File: config.mk
export PLATFORM = sky130hd
export DESIGN_NAME = wr_fifo
export DESIGN_NICKNAME = d
export VERILOG_FILES = /design/src/rtl/wr_fifo.sv
export SDC_FILE = /design/constraint.sdc
export NUM_CORES = 1
export LEC_CHECK = 0
export CORE_MARGIN = 1
export CORE_UTILIZATION = 59
export CTS_CLUSTER_SIZE = 30
export DETAILED_ROUTE_END_ITERATION = 10
export DONT_BUFFER_PORTS = 1
export PLACE_DENSITY = 0.78
export SKIP_LAST_GASP = 1
export SLEW_MARGIN = 10
export SYNTH_ARGS = -nofsm -noshare
export SYNTH_HDL_FRONTEND = slang
export SYNTH_SLANG_ARGS = --single-unit
export TNS_END_PERCENT = 20
File: constraint.sdc
create_clock -name clk -period 8.4 [get_ports clk]
set_input_delay 1.68 -clock clk [delete_from_list [all_inputs] [get_ports clk]]
set_output_delay 1.68 -clock clk [all_outputs]
set_load 0.03 [all_outputs]
File: src/rtl/wr_fifo.sv
// Store buffer between write-back and the dcache, drained oldest-first, with load/store overlap detection.
// Optional sticky overflow flag is built when WR_FIFO_OVF_CHK_EN is defined.

module wr_fifo_ovlp (
    input  logic [31:0] a_addr,
    input  logic [1:0]  a_size,
    input  logic [31:0] b_addr,
    input  logic [1:0]  b_size,
    output logic        hit
);
    logic [32:0] a_start, a_end, b_start, b_end;

    // 33-bit ranges so an access touching 0xFFFFFFFF never wraps to address 0
    always_comb begin
        a_start = {1'b0, a_addr};
        b_start = {1'b0, b_addr};
        a_end   = a_start + (33'd1 << a_size) - 33'd1;
        b_end   = b_start + (33'd1 << b_size) - 33'd1;
        hit     = (a_start <= b_end) && (b_start <= a_end);
    end
endmodule

module wr_fifo #(
    parameter int DEPTH = 4,
    parameter int PTR_W = 2
) (
    input  logic        clk,
    input  logic        rst,
    input  logic        wb_st_valid,
    input  logic [31:0] wb_st_addr,
    input  logic [63:0] wb_st_data,
    input  logic [1:0]  wb_st_size,
    input  logic        mem_wr_done,
    input  logic [31:0] ld_addr,
    input  logic [1:0]  ld_size,
    input  logic        ld_valid,
    output logic [31:0] mem_wr_addr,
    output logic [63:0] mem_wr_data,
    output logic [1:0]  mem_wr_size,
    output logic        wr_fifo_empty,
    output logic        wr_fifo_to_be_full,
    output logic        wr_fifo_full,
    output logic        mem_conflict,
    output logic        wr_fifo_ovf
);
    typedef struct packed {
        logic [31:0] addr;
        logic [63:0] data;
        logic [1:0]  size;
    } st_entry_t;

    localparam logic [PTR_W:0] FULL_CNT = (PTR_W+1)'(DEPTH);
    localparam logic [PTR_W:0] TBF_CNT  = (PTR_W+1)'(DEPTH - 1);

    st_entry_t        ent [DEPTH];
    logic [DEPTH-1:0] vld;
    logic [PTR_W-1:0] wp, rp;
    logic [PTR_W:0]   cnt;
    logic             push, pop;

    assign wr_fifo_empty      = (cnt == '0);
    assign wr_fifo_full       = (cnt == FULL_CNT);
    assign wr_fifo_to_be_full = (cnt >= TBF_CNT);

    // A pop only happens with a valid head, so a push into an empty FIFO is never drained in the same cycle
    assign pop  = mem_wr_done && !wr_fifo_empty;
    assign push = wb_st_valid && (!wr_fifo_full || pop);

    always_ff @(posedge clk or posedge rst) begin
        if (rst) begin
            wp  <= '0;
            rp  <= '0;
            cnt <= '0;
            vld <= '0;
        end else begin
            // clear before set: when full, the freed slot is the one being refilled
            if (pop) begin
                vld[rp] <= 1'b0;
                rp      <= rp + 1'b1;
            end
            if (push) begin
                vld[wp] <= 1'b1;
                wp      <= wp + 1'b1;
            end
            case ({push, pop})
                2'b10:   cnt <= cnt + 1'b1;
                2'b01:   cnt <= cnt - 1'b1;
                default: cnt <= cnt;
            endcase
        end
    end

    always_ff @(posedge clk) begin
        if (push)
            ent[wp] <= '{addr: wb_st_addr, data: wb_st_data, size: wb_st_size};
    end

    assign mem_wr_addr = ent[rp].addr;
    assign mem_wr_data = ent[rp].data;
    assign mem_wr_size = ent[rp].size;

    logic [DEPTH-1:0] ent_hit;
    logic             in_hit;

    for (genvar i = 0; i < DEPTH; i++) begin : g_ovlp
        wr_fifo_ovlp u_ovlp (
            .a_addr (ent[i].addr),
            .a_size (ent[i].size),
            .b_addr (ld_addr),
            .b_size (ld_size),
            .hit    (ent_hit[i])
        );
    end

    wr_fifo_ovlp u_ovlp_in (
        .a_addr (wb_st_addr),
        .a_size (wb_st_size),
        .b_addr (ld_addr),
        .b_size (ld_size),
        .hit    (in_hit)
    );

    assign mem_conflict = ld_valid && ((|(ent_hit & vld)) || (wb_st_valid && in_hit));

`ifdef WR_FIFO_OVF_CHK_EN
    logic ovf_q;

    always_ff @(posedge clk or posedge rst) begin
        if (rst)
            ovf_q <= 1'b0;
        else if (wb_st_valid && wr_fifo_full && !mem_wr_done) begin
            ovf_q <= 1'b1;
`ifndef SYNTHESIS
            $display("wr_fifo: overflow, dropped store addr 0x%08h", wb_st_addr);
`endif
        end
    end

    assign wr_fifo_ovf = ovf_q;
`else
    assign wr_fifo_ovf = 1'b0;
`endif
endmodule

# Yosys cells after proc, flatten, opt, wreduce, memory -nomap -nowiden

Memory sizes are Yosys's and may differ from the RTL's.
Index checks and enable logic that the tools add are counted.

Register bits: 11
Latch bits: 0
Bits in writable memories: 392
Memory bits (read-only): 0
Bits of input ports: 137
Output and inout bits: 103
Word-level logic and storage cells: 76
Memories: 1

Memories:

| name | depth | bits a word | read ports | clocked after Yosys merged registers in | wr ports | RTL line | source |
|---|---|---|---|---|---|---|---|
| ent  | 4     | 98          | 5          | 0                                       | 1        | 55       | `st_entry_t ent [DEPTH];` |

$add $sub $neg: 16
Multipliers: 0
Div/mod/pow operators: 0
$lt $le $gt $ge: 15
Eq/ne operators: 3
Shifts and indexed selects: 6
Muxes and demuxes: 9
Bitwise logic cells: 4
Reductions and logical operators: 18

Operators by type and width:

| kind                    | number |
|---|---|
| $le A32 B33 Y1          | 10 |
| $add A32 B33 Y33        | 6 |
| $shl A1 B2 Y33 const A  | 6 |
| $sub A33 B1 Y33 const B | 6 |
| $logic_and A1 B1 Y1     | 11 |
| $and A4 B4 Y4           | 2 |
| $mux W4                 | 2 |
| $lt A2 B3 Y1 const B    | 2 |
| $pmux W3 S2             | 1 |
| $add A2 B1 Y2 const B   | 2 |
| $demux W1 S2            | 2 |
| $ge A2 B1 Y1 const B    | 2 |
| $mux W1                 | 4 |
| $not A4 Y4              | 1 |
| $or A4 B4 Y4            | 1 |
| $reduce_or A4 Y1        | 1 |
| $add A3 B1 Y3 const B   | 1 |
| $eq A3 B3 Y1 const B    | 1 |
| $ge A3 B2 Y1 const B    | 1 |
| $logic_not A3 Y1        | 1 |
| $sub A3 B1 Y3 const B   | 1 |
| $eq A2 B1 Y1 const B    | 1 |
| $eq A2 B2 Y1 const B    | 1 |
| $logic_not A1 Y1        | 2 |
| other kinds (2)         | 3 |

# Logic depth before layout (Yosys ltp)

An unclocked memory read counts as a cell.

Depth in word-level cells: 10
Gate-level depth with buffers: 27
Mapped depth without buffers: 27

# Modules after synthesis

A second synthesis with hierarchy kept.

Cells, all modules: 3,926
Area, all modules: 39,177.6 um^2

By module, submodules not included:

| module                           | times used | cells an instance | area an instance (um^2) |
|---|---|---|---|
| wr_fifo                          | 1          | 577               | 14,792.9 |
| wr_fifo_ovlp at u_ovlp_in        | 1          | 696               | 5,036.1 |
| wr_fifo_ovlp at g_ovlp[1].u_ovlp | 1          | 692               | 5,002.3 |
| wr_fifo_ovlp at g_ovlp[0].u_ovlp | 1          | 677               | 4,904.7 |
| wr_fifo_ovlp at g_ovlp[3].u_ovlp | 1          | 638               | 4,749.6 |
| wr_fifo_ovlp at g_ovlp[2].u_ovlp | 1          | 646               | 4,692.0 |

# Worst setup path before layout

OpenSTA, ideal clock, no wires.

Path kind: input-to-output
Start: input port ld_size[0]
End: output port mem_conflict
Arrival: 6.820 ns
Required time: 6.720 ns
Setup slack: -0.100 ns
Cell stages on the path: 24
Path through: nand2b_1 ha_1 inv_1 ha_1 a211oi_1 or4_4 a21oi_4 o31ai_1 a21oi_1 a31o_2 o311a_1 o311ai_0 ha_1 a21o_1 a21o_1 a21o_1 a21o_1 a21oi_1 nor2b_1 a2111oi_0 o211ai_2 a221oi_2 a211o_1 or4_1

Cells in the longest elaborated chain, start to end: 9
Elaborated cells between the ends (all ways): 18

RTL lines:

| element                 | RTL line | source |
|---|---|---|
| from (decl)             | 35       | `input logic [1:0] ld_size,` |
| $shl A1 B2 Y33 (*)      | 18       | `b_end = b_start + (33'd1 << b_size) - 33'd1;` |
| $add A32 B33 Y33 (*)    | 18       |  |
| $sub A33 B1 Y33 (*)     | 18       |  |
| $le A32 B33 Y1          | 19       | `hit = (a_start <= b_end) && (b_start <= a_end);` |
| $logic_and A1 B1 Y1     | 19       |  |
| $and A4 B4 Y4           | 123      | `assign mem_conflict = ld_valid && ((\|(ent_hit & vld)) \|\| (wb_st_valid && in_hit));` |
| $reduce_or A4 Y1        | 123      |  |
| $logic_or A1 B1 Y1 (*)  | 123      |  |
| $logic_and A1 B1 Y1 (*) | 123      |  |
| to (decl)               | 43       | `output logic mem_conflict,` |

Mark *: on every way between the ends. The rest lies on a longest branch, timed or not.

==> summary.log <==
qor: die.core_region_area 0.0530 sq mm
qor: clock_network.total_number_of_h_tree_levels 2
qor: global_routing.first_global_vias 24,669
qor: sta.final.min_clock_period 8.73 ns
qor: sta.final-setup-viol-count 1
qor: synth.synth-async-reset-ratio 0.0273
qor: detailed_routing.routed-via-count 25,173
qor: sta.fmax 115 MHz
qor: global_routing.grt_max_degree 69
qor: layout.fillCellCount 3,865
qor: clock_network.clk_latency 0.59 ns
qor: layout.multi_input_area 0.0187 sq mm
qor: synth.synth.most_common_cell sky130_fd_sc_hd__ha_1
qor: worst_setup_path.cp.arrival 7.05 ns
qor: detailed_routing.detail_route.vias_per_cell 6.60
qor: die.i_o_pins 240
qor: synth.post_synth_instance_area 0.0318 sq mm
qor: layout.final_net_count 3,768
qor: detailed_routing.post_drt_wl_per_cell 28.8 microns
qor: clock_network.clock_sink_count 403
qor: detailed_routing.detail_route.wirelength 110,000 microns
qor: synth.syn-mean-instance-area 11.0 sq um
qor: clock_network.tritoncts done
qor: synth.post_synth_num_cell_types 73
qor: outcome.status finished with violations
qor: synth.yosysWarnings 0
qor: worst_setup_path.timing.critical_path.required 6.72 ns
qor: synth.largest_family_of_logic_cells_by_synthesized_area adder cells
qor: sta.final-max-slew-violation-count 0
qor: clock_network.clk_path_buf_depth 3
qor: detailed_routing.remaining_drc_errors 0
qor: placement.gp_congestion 1.04
qor: job.drv.max_cap_violation_count 0
qor: synth.ys_seq_elements 403
qor: layout.final_core_area_utilization 0.670
qor: worst_setup_path.critical_path.startpoint ent[0][0]$_DFFE_PP_
qor: die.die_y 234 microns
qor: placement.place.port_buffers 0
qor: worst_setup_path.path_common_cell sky130_fd_sc_hd__buf_4
qor: worst_setup_path.crit_path_start_kind flip-flop
qor: sta.rsz0062_at_grt yes
qor: global_routing.grt_util_all_layers 0.397
qor: power_and_ir_drop.pwr_total 11.0 mW
qor: synth.synth-simple-area-share 0.0972
qor: synth.syn-instance-count 2,899
qor: clock_network.clock_pin_slew_on_the_worst_setup_and_hold_paths 0.07 ns
qor: detailed_routing.detail_route.first_pass.iterations 7
qor: die.die-width 234 microns
qor: placement.place_worst_setup_slack -0.815 ns
qor: worst_setup_path.end_kind output pin
qor: synth.postSynthNetCount 3,572
qor: worst_setup_path.timing_worst_setup_path_type reg -> out
qor: min_path.holdCritStartpoint vld[0]$_DFF_PP0_
qor: synth.yosysTopAreaCell sky130_fd_sc_hd__edfxtp_1
qor: global_routing.grt_antenna_before_repair 2
qor: clock_network.root_buffer sky130_fd_sc_hd__clkbuf_16
qor: min_path.hold_path_class reg -> reg
qor: die.design.die.area 0.0549 sq mm
qor: worst_setup_path.critPathMaxFanout 5
qor: layout.stdcell_count 3,812
qor: clock_network.cts_buffers 40
qor: power_and_ir_drop.ir_drop 0.320 mV
qor: placement.dp_hpwl 83,000 microns
qor: layout.syn2layout_area_growth 11.6%
qor: synth.yosys.area_share.adder 0.214
qor: worst_setup_path.crit_path_top_delay_cell sky130_fd_sc_hd__a221o_1
qor: detailed_routing.drt.antenna.violating_nets 0
qor: sta.relSlewSlack 0.219
qor: power_and_ir_drop.power.density_cell_area 310 mW/mm^2
qor: worst_setup_path.r2r-start cnt[0]$_DFFE_PP0P_
qor: die.floorplan.rows 84
qor: sta.fin_worst_skew 0.0175 ns
qor: layout.seq_area 0.0121 sq mm
qor: sta.worstMarginPinSlew 1.16 ns
qor: placement.place.detailed.instances 3,732
qor: layout.layout_cell_share_with_drive_strength_beyond_1 0.133
qor: worst_setup_path.slowest_delay 0.61 ns
qor: outcome.failed_checks setup timing
qor: detailed_routing.drt_iter0_markers 2,481
qor: sta.fin_crit_sh 1.04
qor: synth.netlist_top_cells_count sky130_fd_sc_hd__ha_1, sky130_fd_sc_hd__edfxtp_1, sky130_fd_sc_hd__inv_1, sky130_fd_sc_hd__a21oi_1, sky130_fd_sc_hd__a21o_1
qor: synth.synth_ff_type sky130_fd_sc_hd__edfxtp_1
qor: power_and_ir_drop.p_leak 15.5 nW
qor: global_routing.grt_first_pass_wirelength 157,000 microns
qor: sta.fin_setup_tns -0.326 ns
qor: global_routing.grt_overflow 0
qor: synth.synth_top_area_share 0.370
qor: sta.timing.final.ws_setup -0.326 ns
qor: synth.synth.yosys.seq_area_share 0.378
qor: synth.count_of_flip_flops_with_a_built_in_enable_after_synthesis 392
qor: die.starting_density_of_the_core 0.601
qor: synth.synth_area_leaders sky130_fd_sc_hd__edfxtp_1, sky130_fd_sc_hd__ha_1, sky130_fd_sc_hd__mux4_2
qor: sta.final-hold-violation-count 0
qor: synth.synthMuxAreaShare 0.0697
qor: synth.compound_gate_fraction_of_synth_area 0.150
qor: synth.synth-xor-area-share 0.0508
==> where the power goes <==
group	switching (mW)	leakage, nW	internal (mW)
Clock	0.815	0.618	1.03
Combinational	3.77	11.2	2.38
Sequential	0.359	3.72	2.66
==> state kept, by name (all words and copies together) (netlist names) <==
name,count
wp,2
cnt,3
vld,4
ent,392
rp,2
==> cells by family after synthesis <==
family | count (synthesis)
buffers and inverters | 340
muxes | 99
xor gates and xnor gates | 180
other | 1
adders and majority gates | 540
and+or+nand+nor | 598
AOI/OAI and AO/OA | 738
DFF | 403
==> area by class of cell <==
class | count | share of cell area
Antenna cell | 1 | 0.0000705
Clock buffer | 49 | 0.0297
Clock inverter | 21 | 0.00719
Inverter | 311 | 0.0329
Multi-Input combinational cell | 2156 | 0.528
Sequential cell | 403 | 0.339
Tap cell | 688 | 0.0242
Timing Repair Buffer | 183 | 0.0389
==> worst paths after layout <==
check	slack, ns	depth (start not counted)	to
worst max register to register	4.74	5	ent[3][84]$_DFFE_PP_
worst min-delay path	0.53	1	vld[0]$_DFF_PP0_
worst min register to register	0.53	1	vld[0]$_DFF_PP0_
worst max-delay path	-0.33	28	mem_conflict
max in group asynchronous	7.09	1	rp[0]$_DFFE_PP0P_
min in group asynchronous	0.98	1	cnt[0]$_DFFE_PP0P_
==> cell usage in the layout (no fill, tap or decap), drive strengths merged, types with 7 or more instances in the layout <==
cell type  count
nand4         62
a221oi         7
and3          15
nor3          38
a31o           7
xor2          87
a2111oi        9
o21bai        24
o21ai        126
mux4          98
a211o          9
o2111ai        9
ha           529
or3           16
xnor2         90
nand2        109
a211oi        25
fa             7
edfxtp       392
o21a          38
clkbuf        49
a21o         155
inv          312
and2          10
nor4          13
and4          13
o211ai        20
a21oi        228
dfrtp         11
a31oi         25
buf          183
nor2         134
a311oi         7
o31ai          8
nor2b         50
clkinv        11
nand3         59
nand2b        55
or2           11
==> worst max-delay path: cells and delay by family (launching register included) <==
family | cells | cell delay, ns
compound gates | 12 | 2.83
fa+ha+maj | 4 | 1.08
buf+inv | 7 | 1.06
simple gates | 4 | 0.84
flops | 1 | 0.48
xor+xnor | 1 | 0.19
==> metrics by stage <==
step           hold WS [ns]  area, sq um
5_1_grt               0.566        35500
3_5_place_dp          0.525        33900
2_1_floorplan         0.450        31800
6_report              0.531        35500
4_1_cts               0.540        35300
3_3_place_gp          0.499        33900
==> per-layer routing <==
metal / vias up / part of all wire / track usage
li1: 11383 / - / -
met1: 12226 / 0.41 / 0.522
met2: 1298 / 0.45 / 0.626
met3: 266 / 0.095 / 0.0945
met4: 0 / 0.048 / 0.168
met5: - / 0 / 0
==> what timing repair did <==
action,4_1_cts,5_1_grt
cloned,0,0
hold buffers,0,0
setup buffers,3,6
endpoints found under the setup margin,1,1
pin swaps,15,21
gates resized for setup,20,37
Note: power is estimated with default switching activity, not from simulation.
